`src/rtl/mile_counter_if.sv`:
```
// Bus between the taxi-meter controls / wheel sensor and the trip-distance
// front end.
//   START, STOP : hire controls (synchronous levels)
//   PULSE       : raw wheel sensor (asynchronous)
//   Mile        : whole kilometres of the current or last hire
//   Mile_tick   : one-cycle strobe on each Mile increment
//   Running     : hire in progress
//   Waiting     : cab stationary during a hire
//   Sat         : Mile has saturated at its maximum
interface mile_counter_if;
  logic        START;
  logic        STOP;
  logic        PULSE;
  logic [12:0] Mile;
  logic        Mile_tick;
  logic        Running;
  logic        Waiting;
  logic        Sat;

  modport master (
    output START, STOP, PULSE,
    input  Mile, Mile_tick, Running, Waiting, Sat
  );

  modport slave (
    input  START, STOP, PULSE,
    output Mile, Mile_tick, Running, Waiting, Sat
  );
endinterface

```
`src/rtl/mile_counter.sv`:
```
// Trip-distance front end: synchronises and edge-detects the wheel pulse,
// runs the hire state machine (IDLE / RUN / HOLD) and accumulates whole
// kilometres for the fare block.
//   CLK   : system clock, rising edge
//   RST_N : asynchronous active-low reset
//   bus   : mile_counter_if.slave (controls in, distance/status out)
// Parameters:
//   PPK         : wheel pulses per kilometre (2..1023)
//   WAIT_CYCLES : idle RUN cycles before Waiting asserts (2..65535)
module mile_counter #(
  parameter int PPK         = 10,
  parameter int WAIT_CYCLES = 50
) (
  input  logic          CLK,
  input  logic          RST_N,
  mile_counter_if.slave bus
);

  typedef enum logic [1:0] {IDLE, RUN, HOLD} state_t;

  localparam logic [9:0]  PC_LAST  = 10'(PPK - 1);
  localparam logic [15:0] WAIT_MAX = 16'(WAIT_CYCLES);
  localparam logic [12:0] MILE_MAX = '1;

  state_t      state;
  logic        s1, s2, s3;
  logic [9:0]  pcnt;
  logic [15:0] wcnt;
  logic [12:0] mile_q;
  logic        tick_q;
  logic        running_q;
  logic        waiting_q;
  logic        sat_q;
  logic        pulse_edge;

  // Rising edge of the synchronised wheel pulse.
  assign pulse_edge = s2 & ~s3;

  always_ff @(posedge CLK or negedge RST_N) begin
    if (!RST_N) begin
      state     <= IDLE;
      s1        <= 1'b0;
      s2        <= 1'b0;
      s3        <= 1'b0;
      pcnt      <= '0;
      wcnt      <= '0;
      mile_q    <= '0;
      tick_q    <= 1'b0;
      running_q <= 1'b0;
      waiting_q <= 1'b0;
      sat_q     <= 1'b0;
    end else begin
      // Synchroniser runs in every state so a level held across a state
      // change never looks like a fresh edge.
      s1     <= bus.PULSE;
      s2     <= s1;
      s3     <= s2;
      tick_q <= 1'b0;

      case (state)
        IDLE, HOLD: begin
          wcnt      <= '0;
          waiting_q <= 1'b0;
          running_q <= 1'b0;
          if (bus.START) begin
            state     <= RUN;
            running_q <= 1'b1;
            mile_q    <= '0;
            pcnt      <= '0;
            sat_q     <= 1'b0;
          end
        end

        RUN: begin
          if (bus.STOP) begin
            // STOP wins over a coincident edge; that edge is dropped.
            state     <= HOLD;
            running_q <= 1'b0;
            waiting_q <= 1'b0;
            wcnt      <= '0;
          end else if (pulse_edge) begin
            wcnt      <= '0;
            waiting_q <= 1'b0;
            if (pcnt == PC_LAST) begin
              pcnt <= '0;
              if (mile_q == MILE_MAX) begin
                sat_q <= 1'b1;
              end else begin
                mile_q <= mile_q + 13'd1;
                tick_q <= 1'b1;
              end
            end else begin
              pcnt <= pcnt + 10'd1;
            end
          end else if (wcnt != WAIT_MAX) begin
            // Compare against the next count so Waiting rises in the same
            // cycle the counter reaches WAIT_CYCLES.
            wcnt      <= wcnt + 16'd1;
            waiting_q <= ((wcnt + 16'd1) == WAIT_MAX);
          end else begin
            waiting_q <= 1'b1;
          end
        end

        default: state <= IDLE;
      endcase
    end
  end

  assign bus.Mile      = mile_q;
  assign bus.Mile_tick = tick_q;
  assign bus.Running   = running_q;
  assign bus.Waiting   = waiting_q;
  assign bus.Sat       = sat_q;

endmodule
```
`src/flat_wrapper.sv`:
```
// flat-port wrapper written by rule: the top's interface ports become plain ports
module mile_counter_flat 
#(
  parameter int PPK         = 10,
  parameter int WAIT_CYCLES = 50
)
  (CLK, RST_N, bus_START, bus_STOP, bus_PULSE, bus_Mile, bus_Mile_tick, bus_Running, bus_Waiting, bus_Sat);
  mile_counter_if bus_i ();
  input  logic CLK;
  input  logic RST_N;
  input wire logic [$bits(bus_i.START)-1:0] bus_START;
  input wire logic [$bits(bus_i.STOP)-1:0] bus_STOP;
  input wire logic [$bits(bus_i.PULSE)-1:0] bus_PULSE;
  output wire logic [$bits(bus_i.Mile)-1:0] bus_Mile;
  output wire logic [$bits(bus_i.Mile_tick)-1:0] bus_Mile_tick;
  output wire logic [$bits(bus_i.Running)-1:0] bus_Running;
  output wire logic [$bits(bus_i.Waiting)-1:0] bus_Waiting;
  output wire logic [$bits(bus_i.Sat)-1:0] bus_Sat;
  assign bus_i.START = bus_START;
  assign bus_i.STOP = bus_STOP;
  assign bus_i.PULSE = bus_PULSE;
  assign bus_Mile = bus_i.Mile;
  assign bus_Mile_tick = bus_i.Mile_tick;
  assign bus_Running = bus_i.Running;
  assign bus_Waiting = bus_i.Waiting;
  assign bus_Sat = bus_i.Sat;
  mile_counter #(.PPK(PPK), .WAIT_CYCLES(WAIT_CYCLES)) u_core (.CLK(CLK), .RST_N(RST_N), .bus(bus_i));
endmodule
```
`config.mk`:
```
export PLATFORM = sky130hd
export DESIGN_NAME = mile_counter_flat
export DESIGN_NICKNAME = d
export VERILOG_FILES = /design/src/rtl/mile_counter_if.sv /design/src/rtl/mile_counter.sv /design/src/flat_wrapper.sv
export SDC_FILE = /design/constraint.sdc
export NUM_CORES = 1
export LEC_CHECK = 0
export CAP_MARGIN = 20
export CORE_UTILIZATION = 45
export DETAILED_ROUTE_END_ITERATION = 10
export PLACE_DENSITY = 0.67
export SLEW_MARGIN = 30
export SYNTH_ARGS = -nofsm -noshare
export SYNTH_HDL_FRONTEND = slang
export SYNTH_SLANG_ARGS = --single-unit
```
`constraint.sdc`:
```
create_clock -name CLK -period 1.9 [get_ports CLK]
set_input_delay 0.38 -clock CLK [delete_from_list [all_inputs] [get_ports CLK]]
set_output_delay 0.38 -clock CLK [all_outputs]
set_load 0.1 [all_outputs]
```
==> results.sh <==
export IMPL_status="finished, violations left"
export IMPL_violations="setup timing"
export IMPL_slowest_delay_ns=0.42
export IMPL_htree_levels=2
export IMPL_p_per_area_nw_per_um2=657
export IMPL_r2r_slack_ns=-0.02
export IMPL_hpwl_um=4960
export IMPL_final_min_clock_period_ns=1.92
export IMPL_ios=22
export IMPL_start_util=0.468
export IMPL_syn_avg_cell_area_sq_um=9.24
export IMPL_finalWeightedCongestion=0.894
export IMPL_routed_wl_um=7050
export IMPL_fin_skew_ns=0.0128
export IMPL_slew_violations=0
export IMPL_pwr_share_comb=0.338
export IMPL_internal_power_mw=1.70
export IMPL_chipHeight_um=80.7
export IMPL_arrival_ns=2.10
export IMPL_slowest_stage="dfrtp_1"
export IMPL_synth_area_leaders="dfrtp_1 (43%), a21oi_1 (3.8%), o31ai_1 (3.5%), nand2_1 (3.2%), o21ai_0 (3.0%)"
export IMPL_max_cap_viol_count=0
export IMPL_clk_pin_slew_ns=0.09
export IMPL_globalRouteOverflowTotal=0
export IMPL_finalInstanceArea_sq_um=3960
export IMPL_vias=2631
export IMPL_area_sequential_sq_um=1230
export IMPL_die_x_um=80.7
export IMPL_yosysSeqAreaShare=0.430
export IMPL_yosys_warnings=0
export IMPL_switchingPower_mw=0.907
export IMPL_grt_max_degree=29
export IMPL_antenna_cells=0
export IMPL_grt_total_usage=0.225
export IMPL_ir_drop_mv=0.876
export IMPL_synth_edf_count=0
export IMPL_timing_rr_start="u_core.pcnt[8]$_DFFE_PN0P_"
export IMPL_cp_endpoint="u_core.bus.Mile[11]$_DFFE_PN0P_"
export IMPL_reg2reg_depth=6
export IMPL_clock_sinks=48
export IMPL_rsz0062_at_grt="true"
export IMPL_tightest_slew_ns=0.509
export IMPL_synth_cells=302
export IMPL_cts_tree="yes"
export IMPL_synth_async_reset_ratio=1.00
export IMPL_num_rows=28
export IMPL_drive_gt1_frac=0.376
export IMPL_final_hold_viol_count=0
export IMPL_fin_nets=390
export IMPL_coreArea_sq_um=5960
export IMPL_p_leak_nw=1.61
export IMPL_cp_end_kind="flop"
export IMPL_min_path_type="in -> async"
export IMPL_antenna_left=0
export IMPL_die_area_sq_um=6520
export IMPL_crit_type="reg -> reg"
export IMPL_cts_buffers=5
export IMPL_grt_pass1_wl_um=11400
export IMPL_fin_total_pwr_mw=2.60
export IMPL_finalSetupViolations=1
export IMPL_synth_common_cells="dfrtp_1 (48), nand2_1 (24), a21oi_1 (21), nor2_1 (18), o21ai_0 (17)"
export IMPL_via_per_inst=5.78
export IMPL_wl_per_cell_um=15.5
export IMPL_synth_ff_type="dfrtp_1"
export IMPL_critical_path_cell_chain="nor4b_4 -> nand4b_4 -> a21o_4 -> buf_4 -> o31ai_1 -> a21oi_1"
export IMPL_insertion_delay_ns=0.30
export IMPL_worst_hold_slack_ns=0.0376
export IMPL_area_growth_pct=42.1
export IMPL_ys_types=50
export IMPL_slew_headroom=0.661
export IMPL_cp_required_ns=2.08
export IMPL_dr_first_iter_drc_count=166
export IMPL_drc=0
export IMPL_synthMostInstantiatedCell="dfrtp_1"
export IMPL_fin_ws_ns=-0.0171
export IMPL_nFillCells=455
export IMPL_max_freq_mhz=522
export IMPL_swShare=0.348
export IMPL_placedCellCount=440
export IMPL_grt_pass1_vias=2545
export IMPL_timing_critical_path_from="u_core.pcnt[8]$_DFFE_PN0P_"
export IMPL_drt_pass1_iter_count=4
export IMPL_clock_power_share=0.229
export IMPL_port_buffers=21
export IMPL_syn_area_sq_um=2790
export IMPL_cts_max_path_buffers=2
export IMPL_power_frac_seq=0.434
export IMPL_cts_root_buf="clkbuf_8"
export IMPL_dpl_instance_area_sq_um=3680
export IMPL_stdcell_count=455
export IMPL_critPathMaxFanout=6
export IMPL_antenna_found_initial=0
export IMPL_multi_input_area_sq_um=1650
export IMPL_fin_crit_sh=1.01
export IMPL_start_kind="flop"
export IMPL_yosys_area_top_type="dfrtp_1"
export IMPL_ys_seq_elements=48
export IMPL_worstReg2RegEnd="u_core.bus.Mile[11]$_DFFE_PN0P_"
export IMPL_synth_top_area_frac=0.430
export IMPL_syn_num_nets=313
worst max-delay path, delay by kind of cell (launching register included):
kind | cells | cell delay [ns]
AOI/OAI and AO/OA | 3 | 0.73
and+or+nand+nor | 2 | 0.50
DFF | 1 | 0.42
buffers and inverters | 1 | 0.15
worst min-delay path by stage:
stage	start	end	slack, ns
finish	RST_N	u_core.bus.Mile[6]$_DFFE_PN0P_	0.04
global route	RST_N	u_core.pcnt[5]$_DFFE_PN0P_	0.07
CTS	RST_N	u_core.bus.Mile[6]$_DFFE_PN0P_	0.05
detailed placement	u_core.s1$_DFF_PN0_	u_core.s2$_DFF_PN0_	0.34
global placement	u_core.s1$_DFF_PN0_	u_core.s2$_DFF_PN0_	0.35
floorplan	RST_N	u_core.bus.Mile[10]$_DFFE_PN0P_	0.08
through the flow:
step	setup TNS (ns)	setup WS [ns]	util
5_1_grt	-0.244	-0.0761	0.666
4_1_cts	0	0.00235	0.644
3_3_place_gp	-7.82	-0.383	0.618
2_1_floorplan	-1.12	-0.119	-
6_report	-0.0171	-0.0171	0.666
3_5_place_dp	-9.91	-0.459	0.618
cell type report:
cell class | count | share of cell area
multi-input combinational | 229 | 0.417
timing repair buffer | 88 | 0.221
inverter | 7 | 0.00663
clock inverter | 1 | 0.00126
clock buffer | 7 | 0.0193
sequential | 48 | 0.312
tap | 75 | 0.0237
flip-flops by register name, indices dropped and copies added (netlist names), 2 cells and up:
signal           flops
u_core.pcnt         10
u_core.bus.Mile     13
u_core.state         2
u_core.wcnt         16
logic make-up (layout without fill, tap and decap cells):
logic type	count (synthesis)	in the layout	synth area share
AND/OR/NAND/NOR	128	128	0.264
AO/OA/AOI/OAI	79	80	0.186
flip-flops	48	48	0.430
buffers and inverters	26	103	0.0435
XOR/XNOR	12	12	0.0377
adder cells (fa/ha/maj)	6	6	0.0269
multiplexers	3	3	0.0112
what timing repair did:
item                                    4_1_cts  5_1_grt
endpoints found under the setup margin       20       17
hold buffers                                  0        0
cloned                                        1        1
pin swaps                                     5       18
buffers inserted                              3        2
gates resized for setup                      11       22
cell usage in the layout, fill, tap and decap left out, types with 3 or more instances in the layout:
cell and instances:
nand2b_1 5, and3_1 6, or3_4 3, nor2_1 17, or4_4 3, or4_1 5, xor2_1 3, a21oi_1 16
nand3_1 14, clkbuf_8 5, or3_1 3, nor2b_1 6, buf_4 66, nand4_1 10, ha_1 4, xnor2_1 9
nand2_1 22, a41oi_1 3, o21ai_0 17, nor3_1 12, a22o_1 7, a21oi_2 7, dfrtp_1 33, buf_12 17
inv_1 7, dfrtp_4 6, a31oi_1 4, o31ai_1 11, dfrtp_2 9
metal layers:
layer	track usage	routed length (um)
met1	0.274	3000
met2	0.406	3690
met3	0.0315	254
met4	0.0768	101
met5	0	0
power groups by stage:
| stage | Clock [mW] | Combinational, mW | Sequential, mW |
|---|---|---|---|
| 6_report | 0.596 | 0.879 | 1.13 |
| 5_1_grt | 0.643 | 0.935 | 1.13 |
| 4_1_cts | 0.616 | 0.851 | 1.13 |
| 3_5_place_dp | 0 | 0.816 | 1.15 |
| 3_3_place_gp | 0 | 0.803 | 1.15 |
| 2_1_floorplan | 0 | 0.265 | 1.35 |
Power figures use the tool's default switching activity.
